[config.mk]
export PLATFORM = sky130hd
export DESIGN_NAME = manchester_encoder
export DESIGN_NICKNAME = d
export VERILOG_FILES = /design/src/rtl/manchester_pkg.sv /design/src/rtl/manchester_bit_serializer.sv /design/src/rtl/manchester_encoder.sv
export SDC_FILE = /design/constraint.sdc
export NUM_CORES = 1
export LEC_CHECK = 0
export CORE_UTILIZATION = 58
export DETAILED_ROUTE_END_ITERATION = 10
export GPL_TIMING_DRIVEN = 0
export PLACE_DENSITY_LB_ADDON = 0.25
export SETUP_SLACK_MARGIN = 0.2
export SYNTH_ARGS = -nofsm -noshare
export SYNTH_HDL_FRONTEND = slang
export SYNTH_SLANG_ARGS = --single-unit
[constraint.sdc]
create_clock -name aclk -period 2.6 [get_ports aclk]
set_clock_uncertainty 0.15 [all_clocks]
set_input_delay 0.26 -clock aclk [delete_from_list [all_inputs] [get_ports aclk]]
set_output_delay 0.26 -clock aclk [all_outputs]
set_load 0.02 [all_outputs]
[src/rtl/manchester_pkg.sv]
// rtl/manchester_pkg.sv - symbol constants and frame-state enum shared by the Manchester encoder and decoder
package manchester_pkg;

  localparam logic [7:0] PREAMBLE_PATTERN_DEFAULT = 8'hAA;
  localparam logic [7:0] START_WORD_DEFAULT       = 8'hD5;
  localparam logic [7:0] ESCAPE_SYMBOL_DEFAULT    = 8'hE5;
  localparam logic [7:0] REPLACE_SYMBOL_DEFAULT   = 8'hF5;

  typedef enum logic [2:0] {
    ST_IDLE,
    ST_PREAMBLE,
    ST_START,
    ST_PAYLOAD,
    ST_GAP
  } frame_state_t;

  // A payload byte that would look like a start word or an escape must be escaped
  function automatic logic needs_escape(input logic [7:0] data,
                                        input logic [7:0] escape_symbol,
                                        input logic [7:0] start_word);
    return (data == escape_symbol) || (data == start_word);
  endfunction

endpackage

[src/rtl/manchester_bit_serializer.sv]
// rtl/manchester_bit_serializer.sv - shifts one 8-bit symbol MSB-first onto a Manchester-coded line
module manchester_bit_serializer #(
  parameter int HALF_BIT_CYCLES = 1
) (
  input  logic       aclk,
  input  logic       areset,
  input  logic       load,
  input  logic [7:0] symbol,
  output logic       line,
  output logic       active,
  output logic       symbol_done
);

  localparam int CW = (HALF_BIT_CYCLES > 1) ? $clog2(HALF_BIT_CYCLES) : 1;
  localparam logic [CW-1:0] HALF_LAST = CW'(HALF_BIT_CYCLES - 1);

  logic [7:0]    shift;
  logic [2:0]    bits_left;
  logic          second_half;
  logic [CW-1:0] half_cnt;
  logic          half_end;

  assign half_end    = (half_cnt == HALF_LAST);
  // Final cycle of the second half of bit 0; the next symbol may be loaded on this edge
  assign symbol_done = active && second_half && half_end && (bits_left == 3'd0);

  // Half-bit timing, shifter and registered line output (first half ~bit, second half bit)
  always_ff @(posedge aclk or posedge areset) begin
    if (areset) begin
      shift       <= '0;
      bits_left   <= '0;
      second_half <= 1'b0;
      half_cnt    <= '0;
      active      <= 1'b0;
      line        <= 1'b0;
    end else if (load) begin
      shift       <= symbol;
      bits_left   <= 3'd7;
      second_half <= 1'b0;
      half_cnt    <= '0;
      active      <= 1'b1;
      line        <= ~symbol[7];
    end else if (active) begin
      if (!half_end) begin
        half_cnt <= half_cnt + 1'b1;
      end else begin
        half_cnt <= '0;
        if (!second_half) begin
          second_half <= 1'b1;
          line        <= shift[7];
        end else if (bits_left == 3'd0) begin
          second_half <= 1'b0;
          active      <= 1'b0;
          line        <= 1'b0;
        end else begin
          bits_left   <= bits_left - 3'd1;
          shift       <= {shift[6:0], 1'b0};
          second_half <= 1'b0;
          line        <= ~shift[6];
        end
      end
    end
  end

endmodule

[src/rtl/manchester_encoder.sv]
// rtl/manchester_encoder.sv - frame builder and Manchester line coder (optional: MANCHESTER_ENC_STUFFING_EN)
module manchester_encoder
  import manchester_pkg::*;
#(
  parameter int         FRAME_SIZE       = 64,
  parameter int         PREAMBLE_LEN     = 2,
  parameter int         HALF_BIT_CYCLES  = 1,
  parameter int         GAP_BITS         = 4,
  parameter logic [7:0] PREAMBLE_PATTERN = manchester_pkg::PREAMBLE_PATTERN_DEFAULT,
  parameter logic [7:0] START_WORD       = manchester_pkg::START_WORD_DEFAULT,
  parameter logic [7:0] ESCAPE_SYMBOL    = manchester_pkg::ESCAPE_SYMBOL_DEFAULT,
  parameter logic [7:0] REPLACE_SYMBOL   = manchester_pkg::REPLACE_SYMBOL_DEFAULT
) (
  input  logic       aclk,
  input  logic       areset,
  input  logic [7:0] s_axis_tdata,
  input  logic       s_axis_tvalid,
  output logic       s_axis_tready,
  output logic       manchester_out,
  output logic       busy,
  output logic       underrun
);

  localparam int BW         = (FRAME_SIZE > 1) ? $clog2(FRAME_SIZE) : 1;
  localparam int PW         = (PREAMBLE_LEN > 1) ? $clog2(PREAMBLE_LEN) : 1;
  localparam int GAP_CYCLES = GAP_BITS * 2 * HALF_BIT_CYCLES;
  localparam int GW         = $clog2(GAP_CYCLES);

  localparam logic [BW-1:0] BYTE_LAST = BW'(FRAME_SIZE - 1);
  localparam logic [PW-1:0] PRE_LAST  = PW'(PREAMBLE_LEN - 1);
  localparam logic [GW-1:0] GAP_LAST  = GW'(GAP_CYCLES - 1);

  frame_state_t  state, state_nxt;
  logic [PW-1:0] pre_cnt, pre_cnt_nxt;
  logic [BW-1:0] byte_cnt, byte_cnt_nxt;
  logic [GW-1:0] gap_cnt, gap_cnt_nxt;
  logic          payload_done, payload_done_nxt;
  logic          underrun_nxt;

  logic          hold_valid;
  logic [7:0]    hold_data;
  logic          ready_en;
  logic          accept;
  logic          release_hold;
  logic          count_byte;

  logic          ser_load;
  logic [7:0]    ser_symbol;
  logic          ser_active;
  logic          ser_done;
  logic          ser_ready;

`ifdef MANCHESTER_ENC_STUFFING_EN
  logic          esc_pending, esc_pending_nxt;
`else
  // Symbol constants stay on the interface so both builds share one parameter list
  logic          unused_symbols;
  assign unused_symbols = ^{ESCAPE_SYMBOL, REPLACE_SYMBOL};
`endif

  assign s_axis_tready = ready_en && !hold_valid;
  assign accept        = s_axis_tvalid && s_axis_tready;
  assign busy          = (state != ST_IDLE);
  assign ser_ready     = !ser_active || ser_done;

  // tready stays low through reset and rises on the first edge after release
  always_ff @(posedge aclk or posedge areset) begin
    if (areset) ready_en <= 1'b0;
    else        ready_en <= 1'b1;
  end

  // Single-byte holding register; a new accept wins over a same-cycle release
  always_ff @(posedge aclk or posedge areset) begin
    if (areset) begin
      hold_valid <= 1'b0;
      hold_data  <= '0;
    end else if (accept) begin
      hold_valid <= 1'b1;
      hold_data  <= s_axis_tdata;
    end else if (release_hold) begin
      hold_valid <= 1'b0;
    end
  end

  // Frame FSM state and counters
  always_ff @(posedge aclk or posedge areset) begin
    if (areset) begin
      state        <= ST_IDLE;
      pre_cnt      <= '0;
      byte_cnt     <= '0;
      gap_cnt      <= '0;
      payload_done <= 1'b0;
      underrun     <= 1'b0;
`ifdef MANCHESTER_ENC_STUFFING_EN
      esc_pending  <= 1'b0;
`endif
    end else begin
      state        <= state_nxt;
      pre_cnt      <= pre_cnt_nxt;
      byte_cnt     <= byte_cnt_nxt;
      gap_cnt      <= gap_cnt_nxt;
      payload_done <= payload_done_nxt;
      underrun     <= underrun_nxt;
`ifdef MANCHESTER_ENC_STUFFING_EN
      esc_pending  <= esc_pending_nxt;
`endif
    end
  end

  // Next state, symbol selection and serializer load; symbols are fetched on the
  // serializer's last cycle so they run back-to-back
  always_comb begin
    state_nxt        = state;
    pre_cnt_nxt      = pre_cnt;
    byte_cnt_nxt     = byte_cnt;
    gap_cnt_nxt      = gap_cnt;
    payload_done_nxt = payload_done;
    underrun_nxt     = 1'b0;
    ser_load         = 1'b0;
    ser_symbol       = '0;
    release_hold     = 1'b0;
    count_byte       = 1'b0;
`ifdef MANCHESTER_ENC_STUFFING_EN
    esc_pending_nxt  = esc_pending;
`endif

    case (state)
      ST_IDLE: begin
        if (hold_valid) begin
          state_nxt   = ST_PREAMBLE;
          pre_cnt_nxt = '0;
        end
      end

      ST_PREAMBLE: begin
        if (ser_ready) begin
          ser_load   = 1'b1;
          ser_symbol = PREAMBLE_PATTERN;
          if (pre_cnt == PRE_LAST) state_nxt = ST_START;
          else                     pre_cnt_nxt = pre_cnt + 1'b1;
        end
      end

      ST_START: begin
        if (ser_ready) begin
          ser_load         = 1'b1;
          ser_symbol       = START_WORD;
          state_nxt        = ST_PAYLOAD;
          byte_cnt_nxt     = '0;
          payload_done_nxt = 1'b0;
        end
      end

      ST_PAYLOAD: begin
        if (ser_ready) begin
          if (payload_done) begin
            // Last payload symbol has just finished; the line is low from here
            state_nxt   = ST_GAP;
            gap_cnt_nxt = '0;
          end
`ifdef MANCHESTER_ENC_STUFFING_EN
          else if (esc_pending) begin
            ser_load        = 1'b1;
            ser_symbol      = (hold_data == ESCAPE_SYMBOL) ? ESCAPE_SYMBOL : REPLACE_SYMBOL;
            release_hold    = 1'b1;
            esc_pending_nxt = 1'b0;
            count_byte      = 1'b1;
          end else if (hold_valid && needs_escape(hold_data, ESCAPE_SYMBOL, START_WORD)) begin
            ser_load        = 1'b1;
            ser_symbol      = ESCAPE_SYMBOL;
            esc_pending_nxt = 1'b1;
          end
`endif
          else if (hold_valid) begin
            ser_load     = 1'b1;
            ser_symbol   = hold_data;
            release_hold = 1'b1;
            count_byte   = 1'b1;
          end else begin
            ser_load     = 1'b1;
            ser_symbol   = 8'h00;
            underrun_nxt = 1'b1;
            count_byte   = 1'b1;
          end
        end
      end

      ST_GAP: begin
        gap_cnt_nxt = gap_cnt + 1'b1;
        if (gap_cnt == GAP_LAST) begin
          if (hold_valid) begin
            // Chain straight into the next frame so the gap is exactly GAP_CYCLES long
            ser_load    = 1'b1;
            ser_symbol  = PREAMBLE_PATTERN;
            pre_cnt_nxt = PW'(1);
            state_nxt   = (PREAMBLE_LEN > 1) ? ST_PREAMBLE : ST_START;
          end else begin
            state_nxt = ST_IDLE;
          end
        end
      end

      default: state_nxt = ST_IDLE;
    endcase

    if (count_byte) begin
      if (byte_cnt == BYTE_LAST) payload_done_nxt = 1'b1;
      else                       byte_cnt_nxt     = byte_cnt + 1'b1;
    end
  end

  manchester_bit_serializer #(
    .HALF_BIT_CYCLES (HALF_BIT_CYCLES)
  ) u_serializer (
    .aclk        (aclk),
    .areset      (areset),
    .load        (ser_load),
    .symbol      (ser_symbol),
    .line        (manchester_out),
    .active      (ser_active),
    .symbol_done (ser_done)
  );

endmodule

==> reports/metrics.yaml, run 1 <==
pwr-share-clk_pct: 39.6
dpl.hpwl_mm: 2.85
ys_seq_elements: 39
drt-initial-drc-count: 131
required_ns: 2.19
slowest_delay_ns: 0.47
p_sw_share_pct: 19.5
fin_crit_ns: 2.19
numCtsBuffers: 5
final_hold_viol_count: 0
critPathLaunchType: "register"
vias_per_cell: 6.08
grt_usage_pct: 25.3
power.share.combinational_pct: 3.0
grt_max_degree: 26
p_int_uw: 852
pwr-share-seq_pct: 57.4
rows: 21
worstSetupPathType: "register to output port"
wl_per_cell_um: 15.3
relSlewSlack_pct: 56.1
post_cts_buffers: 0
gp_congestion: 0.878
core_area_um2: 3340
switchingPower_uw: 207
utilization_pct: 70.1
dieArea_um2: 3740
htreeDepth: 2
timing.fmax_mhz: 458
vias: 1562
tightest_slew_ns: 0.658
diodes: 0
crit_family: "buffers and inverters"
yosysTopAreaCell: "dfrtp_1"
cp_cell_sequence: "clkbuf_2, or3_1, dlygate4sd2_1"
final_nets: 226
synth_nets: 204
rsz0062_at_grt: "false"
drive_above_1_share_pct: 15.6
path_buf_inv: 2
pin_count: 15
cts.sinks: 39
fin_crit_sh_pct: 84.1
die_w_um: 61.1
async_flop_share_pct: 100
final_cell_mix: "dfrtp_1 (39), nand2_1 (24), clkdlybuf4s50_1 (13)"
p_leak_nw: 1.06
avgSynthCellArea_um2: 10.8
cp-end-kind: "output port"
portBuffers: 14
synth_edf_count: 0
firstDrtPassIters: 4
cts_buffer_depth: 2
grt_pass1_wl_mm: 6.79
final.setup.tns_ns: 0
maxSlewViolCount: 0
synth-main-ff-cell: "dfrtp_1"
cap_violations: 0
crit_fanout: 10
grt_overflow: 0
fp.dieH_um: 61.1
synth_area_um2: 2030
hp-class: "input pin to asynchronous set/reset pin"
drc: 0
syn2layout_area_growth_pct: 15.4
ys_top_cells_by_area: "dfrtp_1 (48%), mux2_2 (4.4%), nand2_1 (4.4%), mux2i_1 (3.5%), ha_1 (3.1%)"
root_buffer: "clkbuf_4"
ys_warn_count: 0
outcome: "finished, final reports clean"
antenna_found_initial: 0
setup_viol: 0
initial_utilization_pct: 60.8
grt_pass1_vias: 1515
synth_cell_types: 50
ant_nets: 0
cts_tree: "built"
p_per_area_nw_per_um2: 452
ys_seq_area_share_pct: 48.1
worstSkewPairLatency_ns: 0.35
vdd_drop_max_uv: 385
worstPathArrival_ns: 1.78
path_clk_slew_ns: 0.11
final_common_cell: "dfrtp_1"
routed_wirelength_mm: 3.94
synth_cells: 188
yosysTopAreaCellShare_pct: 48.1
slowest_stage: "dfrtp_1"
## power by group through the flow
stage	registers (mW)	logic [mW]	clock network, mW
final	0.607	0.0317	0.420
after global routing	0.607	0.0366	0.460
after CTS	0.607	0.0329	0.432
after detailed placement	0.619	0.0329	0
after global placement	0.619	0.0263	0
after floorplan	0.619	0.00939	0
## what timing repair did
item / CTS / global route
hold buffers: 0 / 0
resized for setup: 2 / 0
endpoints found under the setup margin: 1 / 0
## sequential cells by signal, summed over array words and instances, names as in the netlist
register	flops
hold_data	8
u_serializer.shift	8
u_serializer.active	1
hold_valid	1
u_serializer.line	1
ready_en	1
state	3
gap_cnt	3
payload_done	1
underrun	1
u_serializer.second_half	1
pre_cnt	1
u_serializer.bits_left	3
byte_cnt	6
## worst paths after layout
kind                                           start               endpoint  slack [ns]  depth (start not counted)
hold / removal                                areset               underrun        0.14                          2
setup reg to reg           u_serializer.bits_left[0]            byte_cnt[5]        0.43                          7
min in group aclk                    s_axis_tdata[4]           hold_data[4]        0.37                          2
max in group asynchronous                     areset  u_serializer.shift[1]        1.62                          3
setup / recovery                            state[0]                   busy        0.41                          3
hold reg to reg                         hold_data[0]           hold_data[0]        0.37                          1
## cell usage after synthesis, drive strengths merged (3+ instances only)
| library cell | count |
|---|---|
| mux2 | 8 |
| nand2b | 3 |
| o21ai | 10 |
| a21oi | 5 |
| nand2 | 24 |
| and3 | 6 |
| dfrtp | 39 |
| nand3b | 3 |
| mux2i | 7 |
| nor2 | 5 |
| inv | 10 |
| a211oi | 4 |
| ha | 5 |
| a32oi | 5 |
| a31oi | 6 |
| a311oi | 3 |
| nor2b | 3 |
| nand3 | 6 |
| buf | 7 |
| clkbuf | 3 |
## layer usage
layer | GRT usage, % | share of wire (%) | vias to the layer above
met3 | 6.72 | 5.7 | 10
met5 | 0 | 0 | -
met4 | 10.7 | 1.9 | 0
li1 | - | - | 727
met2 | 40.2 | 50 | 56
met1 | 32.9 | 42 | 769
## kinds of logic (layout without fill, tap and decap cells)
logic type / count (synthesis) / count (layout) / synth area share (%)
compound gates: 49 / 49 / 19.6
xor+xnor: 2 / 2 / 0.864
fa+ha+maj: 5 / 5 / 3.08
buf+inv: 20 / 43 / 5.12
flops: 39 / 39 / 48.1
mux: 15 / 15 / 7.90
other cells: 1 / 1 / 0.185
simple gates: 57 / 57 / 15.1
## per-stage QoR
stage | hold WS (ns) | power [mW] | area [µm²] | cells | setup WS, ns
after floorplan | 0.261 | 0.628 | 2030 | 188 | 0.677
after global placement | 0.337 | 0.645 | 2230 | 248 | 0.533
after detailed placement | 0.345 | 0.652 | 2250 | 249 | 0.444
after CTS | 0.149 | 1.07 | 2340 | 257 | 0.411
after global routing | 0.206 | 1.10 | 2340 | 257 | 0.271
final | 0.136 | 1.06 | 2340 | 257 | 0.415
## cell type report
cell class,count,area (µm²)
sequential,39,976
fill,245,997
clock buffer,6,51.3
inverter,10,37.5
multi-input combinational,129,948
tap,46,57.6
clock inverter,2,35.0
timing repair buffer,15,166
buffer,10,67.6
Note: power is estimated with default switching activity, not from simulation.
==> run 2: changes to the inputs <==
--- a/config.mk
+++ b/config.mk
@@ -5,7 +5,7 @@
 export SDC_FILE = /design/constraint.sdc
 export NUM_CORES = 1
 export LEC_CHECK = 0
-export CORE_UTILIZATION = 58
+export CORE_UTILIZATION = 52
 export DETAILED_ROUTE_END_ITERATION = 10
 export GPL_TIMING_DRIVEN = 0
 export PLACE_DENSITY_LB_ADDON = 0.25
==> constraint.sdc (replaced) <==
create_clock -name aclk -period 1.95 [get_ports aclk]
set_clock_uncertainty 0.15 [all_clocks]
set_input_delay 0.195 -clock aclk [delete_from_list [all_inputs] [get_ports aclk]]
set_output_delay 0.195 -clock aclk [all_outputs]
set_load 0.02 [all_outputs]
==> reports/metrics.yaml, run 2 (synthesized netlist as in run 1, its figures left out) <==
outcome: "finished with violations"
violations: "negative setup slack"
rows: 22
vias_per_cell: 5.92
fin_crit_sh_pct: 100
path_clk_slew_ns: 0.08
fin_crit_ns: 1.96
portBuffers: 14
critPathLaunchType: "register"
pre_cts_slack_ns: -0.101
worstSetupStartpoint: "state[2]"
required_ns: 2.01
holdWs_ns: 0.216
cts.sinks: 39
drc: 0
vdd_drop_max_uv: 471
setup_viol: 2
timing.fmax_mhz: 510
dpl.hpwl_mm: 2.95
diodes: 0
cap_violations: 0
dieArea_um2: 4150
utilization_pct: 73.2
die_w_um: 64.5
worstReg2RegEnd: "byte_cnt[2]"
initial_utilization_pct: 55.0
cts_tree: "built"
maxSlewViolCount: 0
worstSetupPathType: "register to register"
p_per_area_nw_per_um2: 567
final_common_cell: "dfrtp_1"
setup_slack_ns: -0.00944
placed_area_um2: 2250
reg2reg_from: "state[2]"
n_fill_cell: 245
relSlewSlack_pct: 47.5
p_leak_nw: 1.23
antenna_found_initial: 0
root_buffer: "clkbuf_8"
final_hold_viol_count: 0
drive_above_1_share_pct: 33.5
p_total_mw: 1.53
cp-end-kind: "register"
crit_fanout: 9
core_area_um2: 3690
wl_per_cell_um: 16.9
fp.dieH_um: 64.5
worstRegToRegCells: 6
final_cell_mix: "dfrtp_1 (38), nand2_1 (22), buf_4 (17)"
routed_wirelength_mm: 4.76
firstDrtPassIters: 4
final_nets: 248
worstPathArrival_ns: 2.02
worstSkewPairLatency_ns: 0.29
grt_max_degree: 40
htreeDepth: 2
grt_overflow: 0
tightest_slew_ns: 0.787
final_area_um2: 2700
gp_congestion: 0.867
ant_nets: 0
numCtsBuffers: 5
cp-endpoint: "byte_cnt[2]"
pin_count: 15
grt_pass1_vias: 1663
cts_buffer_depth: 2
syn2layout_area_growth_pct: 33.1
rsz0062_at_grt: "true"
r2r_slack_ns: -0.009
hold_buffers: 0
hp-class: "input pin to asynchronous set/reset pin"
largestRegisters: "hold_data x8, u_serializer.shift x8, byte_cnt x6"
grt_usage_pct: 24.8
grt_pass1_wl_mm: 7.90
vias: 1663
drt-initial-drc-count: 125
[run 2: through the flow]
stage	setup TNS, ns	cells
floorplan	0	188
global placement	-2.21	250
global route	-0.718	281
CTS	-0.00959	270
finish	-0.0134	281
detailed placement	-0.804	250
[run 2: timing repair]
action	in CTS	in global routing
resized for setup	25	16
gates cloned	1	1
hold endpoints to repair	0	0
buffers inserted	11	10
endpoints found under the setup margin	27	29
pin swaps	5	6
[run 2: worst min path at each step]
stage	from	endpoint	slack [ns]	depth (start not counted)
after floorplan	s_axis_tdata[0]	hold_data[0]	0.20	1
after global placement	gap_cnt[0]	gap_cnt[0]	0.33	1
after detailed placement	hold_data[7]	hold_data[7]	0.35	1
after CTS	areset	hold_data[2]	0.25	2
after global routing	areset	byte_cnt[2]	0.29	2
final	areset	ready_en	0.22	2
[run 2: power breakdown]
| group | internal (mW) | total, mW | switching (mW) | leakage, nW |
|---|---|---|---|---|
| clock network | 0.388 | 0.687 | 0.299 | 0.0587 |
| registers | 0.809 | 0.809 | 0.000140 | 0.505 |
| logic | 0.0178 | 0.0352 | 0.0174 | 0.670 |
[run 2: layer usage]
layer | vias up | track usage (%) | wire length (µm)
met3 | 14 | 4.75 | 183
met5 | - | 0 | 0
met1 | 824 | 31.6 | 2020
met4 | 0 | 10.3 | 133
met2 | 45 | 41.3 | 2420
li1 | 780 | - | -
[run 2: layout make-up]
| cell class | count | area [µm²] | share of cell area [%] |
|---|---|---|---|
| Buffer | 10 | 83.8 | 3.11 |
| Clock buffer | 5 | 68.8 | 2.55 |
| Clock inverter | 3 | 47.5 | 1.76 |
| Inverter | 10 | 37.5 | 1.39 |
| Multi-Input combinational cell | 129 | 1050 | 38.8 |
| Sequential cell | 39 | 977 | 36.2 |
| Tap cell | 48 | 60.1 | 2.23 |
| Timing Repair Buffer | 37 | 378 | 14.0 |
[run 2: worst max-delay path, stage by stage (launching register included)]
cell,delay [ns]
dfrtp_1,0.36
buf_2,0.17
nand2b_4,0.20
a2111oi_4,0.40
buf_4,0.18
or2b_1,0.23
a31oi_1,0.19
==> run 3: changes to the inputs <==
--- a/config.mk
+++ b/config.mk
@@ -5,9 +5,11 @@
 export SDC_FILE = /design/constraint.sdc
 export NUM_CORES = 1
 export LEC_CHECK = 0
+export ABC_CLOCK_PERIOD_IN_PS = 1950
 export CORE_UTILIZATION = 52
 export DETAILED_ROUTE_END_ITERATION = 10
 export GPL_TIMING_DRIVEN = 0
+export HOLD_SLACK_MARGIN = 0.06
 export PLACE_DENSITY_LB_ADDON = 0.25
 export SETUP_SLACK_MARGIN = 0.2
 export SYNTH_ARGS = -nofsm -noshare
==> results of run 3 <==
Final layout, timing and power as in run 2 (identical DEF).
==> RTL edit 1: new RTL, config.mk and constraints of run 3 <==
Remove the register `underrun`: a continuous assignment takes its place, so the output `underrun` follows one clock earlier.
--- a/src/rtl/manchester_encoder.sv
+++ b/src/rtl/manchester_encoder.sv
@@ -91,5 +91,4 @@
       gap_cnt      <= '0;
       payload_done <= 1'b0;
-      underrun     <= 1'b0;
 `ifdef MANCHESTER_ENC_STUFFING_EN
       esc_pending  <= 1'b0;
@@ -101,5 +100,4 @@
       gap_cnt      <= gap_cnt_nxt;
       payload_done <= payload_done_nxt;
-      underrun     <= underrun_nxt;
 `ifdef MANCHESTER_ENC_STUFFING_EN
       esc_pending  <= esc_pending_nxt;
@@ -107,4 +105,6 @@
     end
   end
+
+  assign underrun = underrun_nxt;
 
   // Next state, symbol selection and serializer load; symbols are fetched on the
Function: same outputs for any inputs over 10 cycles, from zero or initial values and one cycle with areset high; that may be too few to reach the edited logic, so the function may still have changed.
==> RTL edit 1 against run 3 <==
  * Setup slack improved by 0.11 ns
  * Routed wire length decreased by 9.4%
  * Cell area shrank 5.4%
  * Global-route usage fell by 1.1 points
  * Non-clock buffer count is 9 lower
  * Sequential cell count fell by 1
  * Combinational power about the same
  * Cell count fell by 2.1%
  * Power grew 6.6%
  * Count of clock-buffer cells in the layout unchanged
  * First-iteration DRC count fell by 32%
  * Synthesized area is 5.1% lower
  * Largest cell class unchanged
  * Highest routed layer unchanged
==> RTL edit 1: results (changes against run 3) <==
[global_routing]
grt_usage_pct = 23.7  ; was 24.8%
grt_pass1_wl_um = 7190  ; was 7900 um
grt_pass1_vias = 1536  ; was 1663
grt_max_degree = 39  ; was 40

[placement]
dp.cells = 251  ; was 250
portBuffers = 14  ; unchanged
pre_cts_slack_ns = -0.284  ; was -0.101 ns
gp_congestion = 0.841  ; was 0.867
dp_hpwl_um = 2690  ; was 2950 um

[route]
drt-total-wl_um = 4310  ; was 4760 um
drt-vias-per-instance = 5.78  ; was 5.92
dr.first_iter.drc_count = 85  ; was 125
wl_per_cell_um = 15.7  ; was 16.9 um

[pwr]
ir_drop_mv = 0.567  ; was 0.471 mV
p_leak_nw = 1.17  ; was 1.23 nW
swShare_pct = 19.2  ; was 20.7%

[cells_and_area]
nFillCells = 227  ; was 245
drive_above_1_share_pct = 30.1  ; was 33.5%
layout.nets = 244  ; was 248

[critical_path]
crit_path_max_fanout = 5  ; was 9
cp_slowest_cell = dfrtp_1  ; was a2111oi_4
arrival_ns = 1.92  ; was 2.02 ns

[run_status]
outcome = finished, final reports clean  ; was finished, violations left

[sta]
relSlewSlack_pct = 47.6  ; was 47.5%

[logic_synthesis]
synthTopCellsByCount = 38 x dfrtp_1, 30 x nand2_1, 9 x inv_1, 9 x nor2_1, 9 x o21ai_0  ; was 39 x dfrtp_1, 24 x nand2_1, 10 x inv_1, 10 x o21ai_0, 8 x mux2_2
syn-num-nets = 207  ; was 204
yosysSeqAreaShare_pct = 49.4  ; was 48.1%
ys_types = 48  ; was 50
synth_area_leaders = dfrtp_1 49%, nand2_1 5.8%, mux2_2 4.7%  ; was dfrtp_1 48%, mux2_2 4.4%, nand2_1 4.4%
async_flop_share_pct = 100  ; unchanged

RTL edit 1: repair_timing:
| item | CTS | global route |
|---|---|---|
| endpoints found under the setup margin | 21 | 28 |
| gates resized for setup | 27 | 32 |
| pin swaps | 3 | 15 |
| gates cloned | 1 | 0 |
| setup buffers | 7 | 8 |
RTL edit 1: final cells by class:
cell class / count / area (sq um) / share of cell area, %
Buffer: 8 / 68.8 / 2.69
Clock buffer: 5 / 68.8 / 2.69
Clock inverter: 3 / 68.8 / 2.69
Inverter: 9 / 33.8 / 1.32
Multi-Input combinational cell: 136 / 1040 / 40.6
Sequential cell: 38 / 951 / 37.2
Tap cell: 46 / 57.6 / 2.25
Timing Repair Buffer: 30 / 269 / 10.5
RTL edit 1: cells by family after synthesis:
kind of cell | Yosys count | share of synthesized area (%)
multiplexers | 14 | 7.80
AND/OR/NAND/NOR | 71 | 18.7
buffers and inverters | 17 | 3.83
AO/OA/AOI/OAI | 42 | 15.5
other | 1 | 0.195
XOR/XNOR | 3 | 1.36
adder cells (fa/ha/maj) | 5 | 3.25
flip-flops | 38 | 49.4
RTL edit 1: worst paths after layout:
path	startpoint	endpoint	slack, ns	cells past startpoint
max in group asynchronous	areset	u_serializer.bits_left[2]	0.95	2
worst max register to register	u_serializer.bits_left[1]	u_serializer.shift[1]	0.10	7
worst max-delay path	u_serializer.bits_left[1]	u_serializer.shift[1]	0.10	7
worst min register to register	hold_data[7]	hold_data[7]	0.36	1
min in group aclk	s_axis_tdata[4]	hold_data[4]	0.35	2
worst min-delay path	areset	hold_data[5]	0.20	2
RTL edit 1: power by group through the flow:
stage / logic, mW / registers [mW] / clock network [mW]
final: 0.0352 / 0.788 / 0.809
after global routing: 0.0400 / 0.788 / 0.854
after CTS: 0.0360 / 0.788 / 0.817
after detailed placement: 0.0359 / 0.804 / 0
after global placement: 0.0349 / 0.804 / 0
after floorplan: 0.0122 / 0.804 / 0
RTL edit 1: layer usage:
metal / vias up / track usage (%) / routed length, um
met5: - / 0 / 0
met4: 0 / 7.85 / 83
met3: 9 / 7.12 / 149
met2: 35 / 37.0 / 2110
met1: 790 / 31.4 / 1970
li1: 756 / - / -
RTL edit 1: stage by stage:
step                      area (sq um)  utilization (%)  hold slack (ns)
after floorplan                   1940                -            0.196
after global placement            2140             62.1            0.342
after detailed placement          2140             62.1            0.344
after CTS                         2390             69.4            0.349
after global routing              2550             74.2            0.274
final                             2550             74.2            0.205
==> RTL edit 2: new RTL, settings of run 3 <==
Made on the original files. Build with the macro `MANCHESTER_ENC_STUFFING_EN` defined.
--- a/src/rtl/manchester_encoder.sv
+++ b/src/rtl/manchester_encoder.sv
@@ -1,3 +1,5 @@
 // rtl/manchester_encoder.sv - frame builder and Manchester line coder (optional: MANCHESTER_ENC_STUFFING_EN)
+`define MANCHESTER_ENC_STUFFING_EN
+
 module manchester_encoder
   import manchester_pkg::*;
Formal check against the unedited RTL: same outputs for any inputs over 10 cycles, from zero or initial values and one cycle with areset high; that may be too few to reach the edited logic, so the function may still have changed.
==> RTL edit 2 against run 3 <==
  * Sequential power up 2.6%
  * Count of clock-buffer cells in the layout up 3
  * Setup slack gained 0.019 ns
  * Sequential cell count grew 1
  * Critical path depth increased by 2
  * Synthesized area is 11% higher
  * Worst hold slack improved by 0.017 ns
  * Power shrank 5.8%
  * Routed wire length rose by 32%
  * Cell area rose by 20%
  * Non-clock buffer count rose by 14
  * Critical endpoint is now gap_cnt[0]
==> RTL edit 2: results (changes against run 3) <==
[logic_synthesis]
syn-cell-area_sq_um = 2240  ; was 2030 sq um
synthTopCellsByCount = 40 x dfrtp_1, 22 x nand2_1, 11 x inv_1  ; was 39 x dfrtp_1, 24 x nand2_1, 10 x inv_1, 10 x o21ai_0, 8 x mux2_2
synth_area_leaders = dfrtp_1 45%, mux2_2 4.0%, nand2_1 3.7%  ; was dfrtp_1 48%, mux2_2 4.4%, nand2_1 4.4%
ys_types = 55  ; was 50

[route]
dr.first_iter.drc_count = 269  ; was 125
met2_length_um = 3250  ; was 2420 um
wl_met3_um = 230  ; was 183 um
wl_met1_um = 2650  ; was 2020 um
drt-vias-per-instance = 6.09  ; was 5.92
wl_per_cell_um = 19.1  ; was 16.9 um
drt-total-wl_um = 6280  ; was 4760 um

[cells_and_area]
drive_above_1_share_pct = 40.9  ; was 33.5%
layout.nets = 294  ; was 248
nFillCells = 226  ; was 245

[global_routing]
grt_pass1_vias = 1924  ; was 1663
grtUsageMet3_pct = 5.41  ; was 4.75%
use_met1_pct = 36.7  ; was 31.6%
grt_pass1_wl_um = 9400  ; was 7900 um
use_met2_pct = 45.5  ; was 41.3%
grt_max_degree = 41  ; was 40

[critical_path]
arrival_ns = 1.98  ; was 2.02 ns
regToRegSetupSlack_ns = 0.01  ; was -0.009 ns
startpoint = u_serializer.bits_left[1]  ; was state[2]
crit_path_max_fanout = 4  ; was 9
cp_slowest_cell = dfrtp_1  ; was a2111oi_4

[pwr]
p_seq_share_pct = 57.5  ; was 52.8%
ir_drop_mv = 0.507  ; was 0.471 mV
p_leak_nw = 1.43  ; was 1.23 nW
p_int_mw = 1.14  ; was 1.21 mW
pwr-share-comb_pct = 2.5  ; was 2.3%

[run_status]
outcome = finished, final reports clean  ; was finished, violations left

[clock_tree]
post_cts_buffers = 26  ; was 11
cts_resized = 58  ; was 25

[placement]
pre_cts_slack_ns = -0.182  ; was -0.101 ns
dp_hpwl_um = 3220  ; was 2950 um

[sta]
tightest_slew_ns = 0.839  ; was 0.787 ns

-- RTL edit 2: worst register-to-register path: cells and delay by family, from the launching register on --
kind / cells / cell delay (ns)
and+or+nand+nor: 1 / 0.11
DFF: 1 / 0.40
AOI/OAI and AO/OA: 3 / 0.58
adders and majority gates: 1 / 0.17
buffers and inverters: 3 / 0.40
-- RTL edit 2: cell type report --
class	instances	area (sq um)	share of cell area (%)
Multi-Input combinational cell	159	1450	44.9
Sequential cell	40	1000	31.0
Timing Repair Buffer	50	470	14.5
Buffer	11	114	3.52
Clock buffer	8	90.1	2.78
Tap cell	50	62.6	1.93
Inverter	11	45.0	1.39
-- RTL edit 2: logic make-up after synthesis --
family,share of synthesized area (%)
adders and majority gates,2.79
xor gates and xnor gates,2.34
DFF,44.6
buffers and inverters,4.02
AOI/OAI and AO/OA,21.9
muxes,7.14
and+or+nand+nor,17.0
other,0.167
